$ cat src/rtl/synaptic_input_processor.sv
`default_nettype none
// ============================================================================
// Module   : synaptic_input_processor
// Brief    : 16-input synaptic front end with a leaky integrate-and-fire core.
// Revision : 1.0
// ============================================================================
module synaptic_input_processor #(
    parameter int N_SYN     = 16,
    parameter int W_WIDTH   = 4,
    parameter int V_WIDTH   = 8,
    parameter int THRESHOLD = 40,
    parameter int LEAK      = 1
) (
    input  logic                       clock,
    input  logic                       reset,
    input  logic                       write,
    input  logic                       ST_and,
    input  logic                       CT_and,
    input  logic                       ST,
    input  logic                       CT,
    input  logic [N_SYN-1:0]           parallel_spike_in,
    input  logic [N_SYN-1:0]           parallel_Ein,
    output logic                       flush_weight,
    output logic                       flush_Ein,
    output logic                       flush_spike,
    output logic                       spike,
    output logic [$clog2(N_SYN)-1:0]   select
);

    localparam int SEL_W = $clog2(N_SYN);
    localparam logic [SEL_W-1:0]   C_LAST      = SEL_W'(N_SYN - 1);
    localparam logic [V_WIDTH-1:0] C_LEAK      = V_WIDTH'(LEAK);
    localparam logic [V_WIDTH-1:0] C_THRESHOLD = V_WIDTH'(THRESHOLD);

    typedef enum logic [1:0] {
        S_IDLE = 2'd0,
        S_LOAD = 2'd1,
        S_PROC = 2'd2,
        S_FIRE = 2'd3
    } state_t;

    state_t               r_state;
    logic [V_WIDTH-1:0]   r_v;
    logic                 r_spike;
    logic                 r_flush;
    logic [N_SYN-1:0]     r_spk;
    logic [N_SYN-1:0]     r_ein;
    logic [SEL_W-1:0]     r_sel;
    logic [W_WIDTH-1:0]   r_weight [N_SYN];

    logic                 w_syn_active;
    logic [V_WIDTH-1:0]   w_weight;
    logic [V_WIDTH:0]     w_sum;
    logic [V_WIDTH-1:0]   w_v_next;
    logic [V_WIDTH-1:0]   w_v_leak;
    logic                 w_fire;

    // Synapse contributes only when its (optionally ST-gated) spike bit is set
    // and integration is not blocked by CT.
    assign w_syn_active = r_spk[r_sel] & (ST_and ? ST : 1'b1) & (CT_and ? CT : 1'b1);
    assign w_weight     = {{(V_WIDTH-W_WIDTH){1'b0}}, r_weight[r_sel]};
    assign w_sum        = {1'b0, r_v} + {1'b0, w_weight};
    assign w_v_next     = r_ein[r_sel]
                        ? (w_sum[V_WIDTH] ? {V_WIDTH{1'b1}} : w_sum[V_WIDTH-1:0])
                        : ((r_v < w_weight) ? '0 : r_v - w_weight);
    assign w_v_leak     = (r_v < C_LEAK) ? '0 : r_v - C_LEAK;
    assign w_fire       = (w_v_leak >= C_THRESHOLD);

    always_ff @(posedge clock or negedge reset) begin
        if (!reset) begin
            r_state <= S_IDLE;
            r_v     <= '0;
            r_spike <= 1'b0;
            r_flush <= 1'b0;
            r_spk   <= '0;
            r_ein   <= '0;
            r_sel   <= '0;
            for (int i = 0; i < N_SYN; i++) begin
                r_weight[i] <= W_WIDTH'(i);
            end
        end else begin
            r_spike <= 1'b0;
            r_flush <= 1'b0;
            case (r_state)
                S_IDLE: begin
                    if (write) begin
                        r_state <= S_LOAD;
                    end
                end
                S_LOAD: begin
                    r_spk   <= parallel_spike_in;
                    r_ein   <= parallel_Ein;
                    r_sel   <= '0;
                    r_state <= S_PROC;
                end
                S_PROC: begin
                    if (w_syn_active) begin
                        r_v <= w_v_next;
                    end
                    if (r_sel == C_LAST) begin
                        r_sel   <= '0;
                        r_flush <= 1'b1;
                        r_state <= S_FIRE;
                    end else begin
                        r_sel <= r_sel + 1'b1;
                    end
                end
                S_FIRE: begin
                    if (w_fire) begin
                        r_spike <= 1'b1;
                        r_v     <= '0;
                    end else begin
                        r_v <= w_v_leak;
                    end
                    r_state <= write ? S_LOAD : S_IDLE;
                end
                default: begin
                    r_state <= S_IDLE;
                end
            endcase
        end
    end

    assign flush_weight = r_flush;
    assign flush_Ein    = r_flush;
    assign flush_spike  = r_flush;
    assign spike        = r_spike;
    assign select       = r_sel;

endmodule
`default_nettype wire

$ cat config.mk
export PLATFORM = sky130hd
export DESIGN_NAME = synaptic_input_processor
export DESIGN_NICKNAME = d
export VERILOG_FILES = /design/src/rtl/synaptic_input_processor.sv
export SDC_FILE = /design/constraint.sdc
export NUM_CORES = 1
export LEC_CHECK = 0
export CORE_AREA = 2 2 53 55
export DETAILED_ROUTE_END_ITERATION = 12
export DIE_AREA = 0 0 55 57
export PLACE_DENSITY = 0.76
export SYNTH_ARGS = -nofsm -noshare
export SYNTH_HDL_FRONTEND = slang
export SYNTH_SLANG_ARGS = --single-unit
$ cat constraint.sdc
create_clock -name clock -period 2.7 [get_ports clock]
set_input_delay 0.675 -clock clock [delete_from_list [all_inputs] [get_ports clock]]
set_output_delay 0.675 -clock clock [all_outputs]
set_load 0.005 [all_outputs]
; Yosys cells after proc, flatten, opt, wreduce, memory -nomap -nowiden
; Index checks and enable logic that the tools add are counted.
[totals]
reg_bits = 48
inputBits = 39
output_inout_bits = 8
word_cells = 57
[op_classes]
add_sub_neg = 4
n_lt_le_gt_ge = 5
n_eq_ne = 7
n_mux = 26
bitwise_logic = 3
reduce_logical = 5
[ops]
columns = operator, n
row1 = two-way mux 8 bit, 6
row2 = binary-select mux 4 bit (select 4 bit), 1
row3 = one-hot mux 8 bit (2 select lines), 1
row4 = two-way mux 4 bit, 3
row5 = adder 8 x 4 -> 9 bit, 1
row6 = two-way mux 1 bit, 9
row7 = binary-select mux 1 bit (select 4 bit), 2
row8 = greater-or-equal comparator 8 x 6 -> 1 bit (second input constant), 1
row9 = < comparator 8 x 1 -> 1 bit (second input constant), 1
row10 = < comparator 8 x 4 -> 1 bit, 1
row11 = one-hot mux 2 bit (4 select lines), 1
row12 = one-hot mux 4 bit (2 select lines), 1
row13 = subtractor 8 x 1 -> 8 bit (second input constant), 1
row14 = subtractor 8 x 4 -> 8 bit, 1
row15 = != test 2 bit (second input constant), 3
row16 = greater-or-equal comparator 5 bit (second input constant), 1
row17 = < comparator 4 x 5 -> 1 bit (second input constant), 1
row18 = inverter 4 -> 5 bit, 1
row19 = adder 4 x 1 -> 4 bit (second input constant), 1
row20 = equality test 2 bit (second input constant), 2
row21 = equality test 4 bit (second input constant), 1
row22 = two-way mux 2 bit, 2
row23 = AND reduction 2 bit, 2
row24 = nonzero test 2 bit, 2
row25 = 3 further kinds, 4

; Logic depth before layout (Yosys ltp)
; Gate-level depths: netlist (run 1).
[depth]
ltp_word = 9
ltp_mapped = 7
depth_no_buf = 7

; Worst setup path after synthesis (run 1)
; OpenSTA, ideal clock, no wires.
[synth_timing]
path_kind = reg2reg
start = register r_v[0]
end = register r_v[5]
setup_time_ns = 0.066
arrival_time_ns = 1.822
required_ns = 2.634
path_slack_ns = 0.812
stages_incl_launch_ff = 8
path_buffers = 0
period_less_slack_ns = 1.888
path_cell_list = dfrtp_1 > inv_1 > ha_1 > or3b_1 > o21ai_1 > a2bb2oi_1 > o41ai_1 > and2_1
[synth_via]
elab_chain_len = 5
word_cells_on_any_way = 13
cone_classes = add/sub: 3 / order compare: 3 / mux: 7
[synth_rtl]
columns = element, line_no
row1 = from (decl), 43  ; logic [V_WIDTH-1:0] r_v;
row2 = from (signal assigned), 98  ; r_v <= w_v_next;
row3 = from (signal assigned), 113  ; r_v <= w_v_leak;
row4 = "subtractor 8 x 1 -> 8 bit, or another cell as far along", 66  ; assign w_v_leak = (r_v < C_LEAK) ? '0 : r_v - C_LEAK;
row5 = "two-way mux 8 bit, on equally long branches", "66, 64, 65"
row6 = greater-or-equal comparator 8 x 6 -> 1 bit or two-way mux 8 bit (tied branches), "67, 64"
row7 = "two-way mux 8 bit, on equally long branches", "109, 97"
row8 = one-hot mux 8 bit (2 select lines) *, 84  ; case (r_state)
; Every way passes the cells marked *; elsewhere a longest branch is shown, timed or not. The select of a mux whose other input is x is not followed.
; A chain may end at the register's enable or synchronous reset.

; Final worst setup path (run 1)
[layout_timing]
start = register r_v[0]
end = register r_v[4]
; The elaborated chain is that of the path after synthesis.

==> flow_metrics.tcl, run 1 <==
set metrics [dict create \
    synth.cell_area_um2 977 \
    cts_num_sinks 16 \
    vias 800 \
    grt_overflow_total 0 \
    cpMaxStageDelayCell "dfrtp_1" \
    path_cells "inv_1, ha_1, or3b_1, o21ai_1, o2bb2ai_1, a31oi_1, o21ai_0" \
    hold_end "select[0]$_DFFE_PN0P_" \
    die_area_um2 3140 \
    period_needed_ns 2.15 \
    reg2reg_from "r_v[0]$_DFFE_PN0P_" \
    htree_levels 1 \
    hpwl_um 1340 \
    outcome "finished clean" \
    cts-root-buf "clkbuf_4" \
    fin_tns_setup_ns 0 \
    multi_input_area_um2 505 \
    nFillCells 271 \
    path_depth 7 \
    drc 0 \
    cts_resized 0 \
    core_area_um2 2620 \
    max_freq_ghz 0.465 \
    synthDistinctLibCells 37 \
    viasPerCell 5.41 \
    grt_pass1_wl_um 3290 \
    chipWidth_um 55 \
    synth-seq-cells 16 \
    rsz0062_at_grt "false" \
    power_density_nw_per_um2 672 \
    antenna_cells 0 \
    max_stage_delay_ns 0.45 \
    drive_gt1_frac 0.0684 \
    fin_skew_ns 0.000642 \
    worst_setup_path_end_kind "flip-flop" \
    yosysWarnings 64 \
    cts_made_buffers 3 \
    cts_setup_buffers 0 \
    path_delay_family "compound AO/OA/AOI/OAI gates" \
    cts_buffer_depth 2 \
    cts_tree "done" \
    setup_viol 0 \
    arrival_ns 2.36 \
    drv_slew 0 \
    std_cell_rows 19 \
    globalRouteTotalUtil 0.140 \
    r2r_end "r_v[4]$_DFFE_PN0P_" \
    synth_nets 152 \
    period_share 0.797 \
    whs_path_depth 1 \
    fin_util 0.432 \
    ir_worst_vdd_v 0.000495 \
    yosysSeqAreaShare 0.410 \
    drv_cap 0 \
    syn_to_final_growth_pct 15.6 \
    nets 163 \
    routedWlPerCell_um 12.1 \
    drt-total-wl_um 1790 \
    grt_max_degree 17 \
    power_leakage_nw 0.487 \
    tightest_slew_ns 0.738 \
    hold_path_class "reg -> reg" \
    cts_hold_buf 0 \
    start_util 0.374 \
    seqCellArea_um2 400 \
    first_pass_iters 4 \
    ios 47 \
    place.gp.congestion 0.793 \
    clk_latency_ns 0.28 \
    critPathKind "reg -> reg" \
    slew-limit-headroom 0.504 \
    crit_fanout 8 \
    die_h_um 57 \
    grt_pass1_vias 765 \
    antenna_found_initial 0 \
    hold_viol 0 \
    numPortBuffers 10 \
    cp_num_buf_inv 1 \
    synthCells 107 \
    crit_path_start_kind "flip-flop" \
    rrSetupSlack_ns 0.55 \
    clk_pin_slew_worst_paths_ns 0.10 \
    synth_area_per_cell_um2 9.13 \
    ant_nets 0 \
    cp.required_ns 2.90 \
    hold_start "select[0]$_DFFE_PN0P_" \
    drtIter0Drc 20 \
    rr_worst_depth 7 \
]
-- synth_stat cells --
library cell,n,share of area
dfrtp_1,16,0.41
inv_1,13,0.050
o21ai_0,12,0.061
ha_1,6,0.077
nor2_1,6,0.023
nand2_1,4,0.015
nand3_1,4,0.020
a21oi_1,3,0.015
and3_1,3,0.019
o211ai_1,3,0.023
a22oi_1,2,0.015
and2_1,2,0.013
buf_4,2,0.015
clkbuf_1,2,0.0077
mux2i_1,2,0.020
nand4_1,2,0.013
nor2b_1,2,0.013
nor3_1,2,0.010
o21ai_1,2,0.010
o31ai_1,2,0.015
a2bb2oi_1,1,0.0090
a31oi_1,1,0.0064
and3b_1,1,0.0090
and4_1,1,0.0090
mux2_2,1,0.012
nand4b_1,1,0.0090
nor3b_1,1,0.0077
nor4_1,1,0.0064
o21a_1,1,0.0077
o21ba_2,1,0.010
o2bb2ai_1,1,0.0090
o32a_2,1,0.012
o32ai_1,1,0.0090
o41ai_1,1,0.0090
or3b_1,1,0.0090
or4_1,1,0.0077
or4_4,1,0.012
-- cells in the final DEF (no fill, tap or decap), drive strengths merged, types with 2 or more instances in the layout --
cell type and count:
nand2 4, o211ai 3, and2 2, or4 2, nor2b 2, o31ai 2
clkdlybuf4s50 10, o21ai 14, dfrtp 16, mux2i 2, a22oi 2, a21oi 3
nand3 4, inv 13, and3 3, nor2 6, nand4 2, ha 6
clkbuf 4, nor3 2
-- flip-flops by register name (all words and copies together) (netlist names) --
register   cells
r_state        2
spike          1
flush_Ein      1
select         4
r_v            8
-- metrics by stage --
step | cell area (µm²) | hold slack, ns | setup slack, ns | power [mW] | std cells
2_1_floorplan | 977 | 0.379 | 0.812 | 0.520 | 107
3_3_place_gp | 1090 | 0.499 | 0.652 | 0.591 | 144
3_5_place_dp | 1090 | 0.528 | 0.593 | 0.608 | 144
4_1_cts | 1130 | 0.540 | 0.570 | 0.771 | 148
5_1_grt | 1130 | 0.591 | 0.338 | 0.834 | 148
6_report | 1130 | 0.540 | 0.549 | 0.760 | 148
-- logic make-up after synthesis --
| kind of cell | Yosys count | synth area share |
|---|---|---|
| muxes | 3 | 0.0320 |
| buffers and inverters | 17 | 0.0730 |
| DFF | 16 | 0.410 |
| and+or+nand+nor | 33 | 0.196 |
| adders and majority gates | 6 | 0.0768 |
| AOI/OAI and AO/OA | 32 | 0.213 |
-- where the power goes --
part | total (mW) | switching, mW | internal (mW) | leakage [nW]
Combinational | 0.293 | 0.158 | 0.135 | 0.248
Sequential | 0.310 | 0.0372 | 0.273 | 0.218
Clock | 0.157 | 0.0751 | 0.0819 | 0.0210
-- worst register-to-register path: stages, from the launching register on --
cell and delay (ns):
dfrtp_1 0.45, inv_1 0.12, ha_1 0.30, or3b_1 0.42, o21ai_1 0.19, o2bb2ai_1 0.28
a31oi_1 0.15, o21ai_0 0.17
-- routing by layer --
layer / vias to the layer above / part of all wire / global-route usage
met1: 379 / 0.45 / 0.177
met4: 0 / 0.010 / 0.0453
met3: 2 / 0.030 / 0.0340
li1: 409 / - / -
met5: - / 0 / 0
met2: 10 / 0.51 / 0.231
-- how the worst max path moves through the flow --
stage | from | slack (ns) | endpoint
5_1_grt | r_v[0]$_DFFE_PN0P_ | 0.34 | r_v[4]$_DFFE_PN0P_
4_1_cts | r_v[0]$_DFFE_PN0P_ | 0.57 | r_v[4]$_DFFE_PN0P_
3_5_place_dp | r_v[0]$_DFFE_PN0P_ | 0.59 | r_v[4]$_DFFE_PN0P_
2_1_floorplan | r_v[0]$_DFFE_PN0P_ | 0.81 | r_v[5]$_DFFE_PN0P_
6_report | r_v[0]$_DFFE_PN0P_ | 0.55 | r_v[4]$_DFFE_PN0P_
3_3_place_gp | r_v[0]$_DFFE_PN0P_ | 0.65 | r_v[5]$_DFFE_PN0P_
-- cell type report --
type | count | share of cell area
clock buffers | 4 | 0.0321
inverters | 13 | 0.0432
multi-input cells | 74 | 0.447
flip-flops and latches | 16 | 0.354
well taps | 31 | 0.0343
repair buffers | 10 | 0.0886
Note: power is estimated with default switching activity, not from simulation.
==> run 2, diff against run 1 <==
Clock period 2.7 ns to 2.02 ns, I/O delays scaled along.
==> run 2 against run 1 <==
Utilization increased by 1.4 points. Largest cell class unchanged. Global-route usage about the same. Clock power increased by 36%. Worst setup slack got worse by 0.42 ns.
==> flow_metrics.tcl, run 2 (same netlist as run 1, synthesis figures left out) <==
set metrics [dict create \
    globalRouteTotalUtil 0.140 \
    period_share 0.934 \
    clk_pin_slew_worst_paths_ns 0.10 \
    fin_skew_ns 0.00286 \
    path_cells "inv_1, ha_1, or3b_1, o21ai_1, a2bb2oi_1, o41ai_1, and2_1" \
    ant_nets 0 \
    arrival_ns 2.12 \
    hold_viol 0 \
    fin_util 0.446 \
    final_common_cell "dfrtp_1" \
    hold-worst-slack_ns 0.528 \
    ir_worst_vdd_v 0.000594 \
    cp_num_buf_inv 1 \
    drv_cap 0 \
    cp.required_ns 2.25 \
    first_pass_iters 4 \
    grt_overflow_total 0 \
    path_delay_family "compound AO/OA/AOI/OAI gates" \
    crit_fanout 3 \
    antenna_cells 0 \
    routedWlPerCell_um 12.3 \
    power_leakage_nw 0.512 \
    ios 47 \
    cpMaxStageDelayCell "or3b_1" \
    max_stage_delay_ns 0.40 \
    cts_num_sinks 16 \
    core_area_um2 2620 \
    power_density_nw_per_um2 878 \
    std_cell_rows 19 \
    hpwl_um 1360 \
    setup_viol 0 \
    r2r_end "r_v[5]$_DFFE_PN0P_" \
    nets 168 \
    grt_max_degree 17 \
    htree_levels 1 \
    start_util 0.374 \
    stdcell_area_um2 1170 \
    cts-root-buf "clkbuf_4" \
    drc 0 \
    drive_gt1_frac 0.107 \
    grt_pass1_vias 788 \
    worst_setup_path_end_kind "flip-flop" \
    tightest_slew_ns 0.502 \
    drtIter0Drc 22 \
    cts_buffer_depth 2 \
    cts_resized 0 \
    finalPower_mw 1.03 \
    final_cell_mix "dfrtp_1 (16), inv_1 (13), o21ai_0 (12)" \
    rr_worst_depth 7 \
    drv_slew 0 \
    max_freq_ghz 0.530 \
    syn_to_final_growth_pct 19.5 \
    clk_latency_ns 0.28 \
    largest_reg_flops 8 \
    numPortBuffers 10 \
    chipWidth_um 55 \
    place_area_um2 1130 \
    period_needed_ns 1.89 \
    die_area_um2 3140 \
    viasPerCell 5.45 \
    cts_tree "done" \
    reg2reg_from "r_v[0]$_DFFE_PN0P_" \
    critPathKind "reg -> reg" \
    outcome "finished clean" \
    place.gp.congestion 0.815 \
    hold_path_class "in -> async" \
    placed_cells 149 \
    slew-limit-headroom 0.666 \
    crit_path_start_kind "flip-flop" \
    finalNonFillerCells 153 \
    rsz0062_at_grt "true" \
    drt-total-wl_um 1880 \
    grt_pass1_wl_um 3250 \
    cts_made_buffers 3 \
    antenna_found_initial 0 \
    startpoint "r_v[0]$_DFFE_PN0P_" \
    vias 834 \
    die_h_um 57 \
    top_register "r_v" \
    rrSetupSlack_ns 0.13 \
]
run 2: cell type report:
class / count / area [µm²]
fillers: 245 / 1450
multi-input cells: 74 / 505
flip-flops and latches: 16 / 400
repair buffers: 15 / 138
inverters: 13 / 48.8
well taps: 31 / 38.8
clock buffers: 4 / 36.3
run 2: metal layers:
layer	global-route usage	up-vias	routed length, µm
met5	0	-	0
met3	0.0236	2	44
met4	0.0627	0	18
met1	0.179	406	850
li1	-	418	-
met2	0.228	8	963
run 2: repair_timing:
action	CTS	global route
endpoints found under the setup margin	0	1
hold endpoints to repair	0	0
setup buffers	0	0
hold buffers	0	0
run 2: how the worst max path moves through the flow:
| stage | end | slack (ns) | depth (start not counted) |
|---|---|---|---|
| global placement | r_v[5]$_DFFE_PN0P_ | 0.21 | 7 |
| global route | r_v[4]$_DFFE_PN0P_ | -0.04 | 7 |
| finish | r_v[5]$_DFFE_PN0P_ | 0.13 | 7 |
| detailed placement | r_v[5]$_DFFE_PN0P_ | 0.15 | 7 |
| floorplan | r_v[5]$_DFFE_PN0P_ | 0.13 | 7 |
| CTS | r_v[5]$_DFFE_PN0P_ | 0.13 | 7 |
run 2: per-stage QoR:
stage	worst slack (ns)	TNS, ns
detailed placement	0.151	0
CTS	0.125	0
global placement	0.207	0
finish	0.133	0
global route	-0.0363	-0.0363
floorplan	0.132	0
run 2: report_power, final:
part / switching, mW / internal (mW) / total [mW]
Sequential: 0.0521 / 0.364 / 0.416
Combinational: 0.212 / 0.183 / 0.395
Clock: 0.105 / 0.110 / 0.214
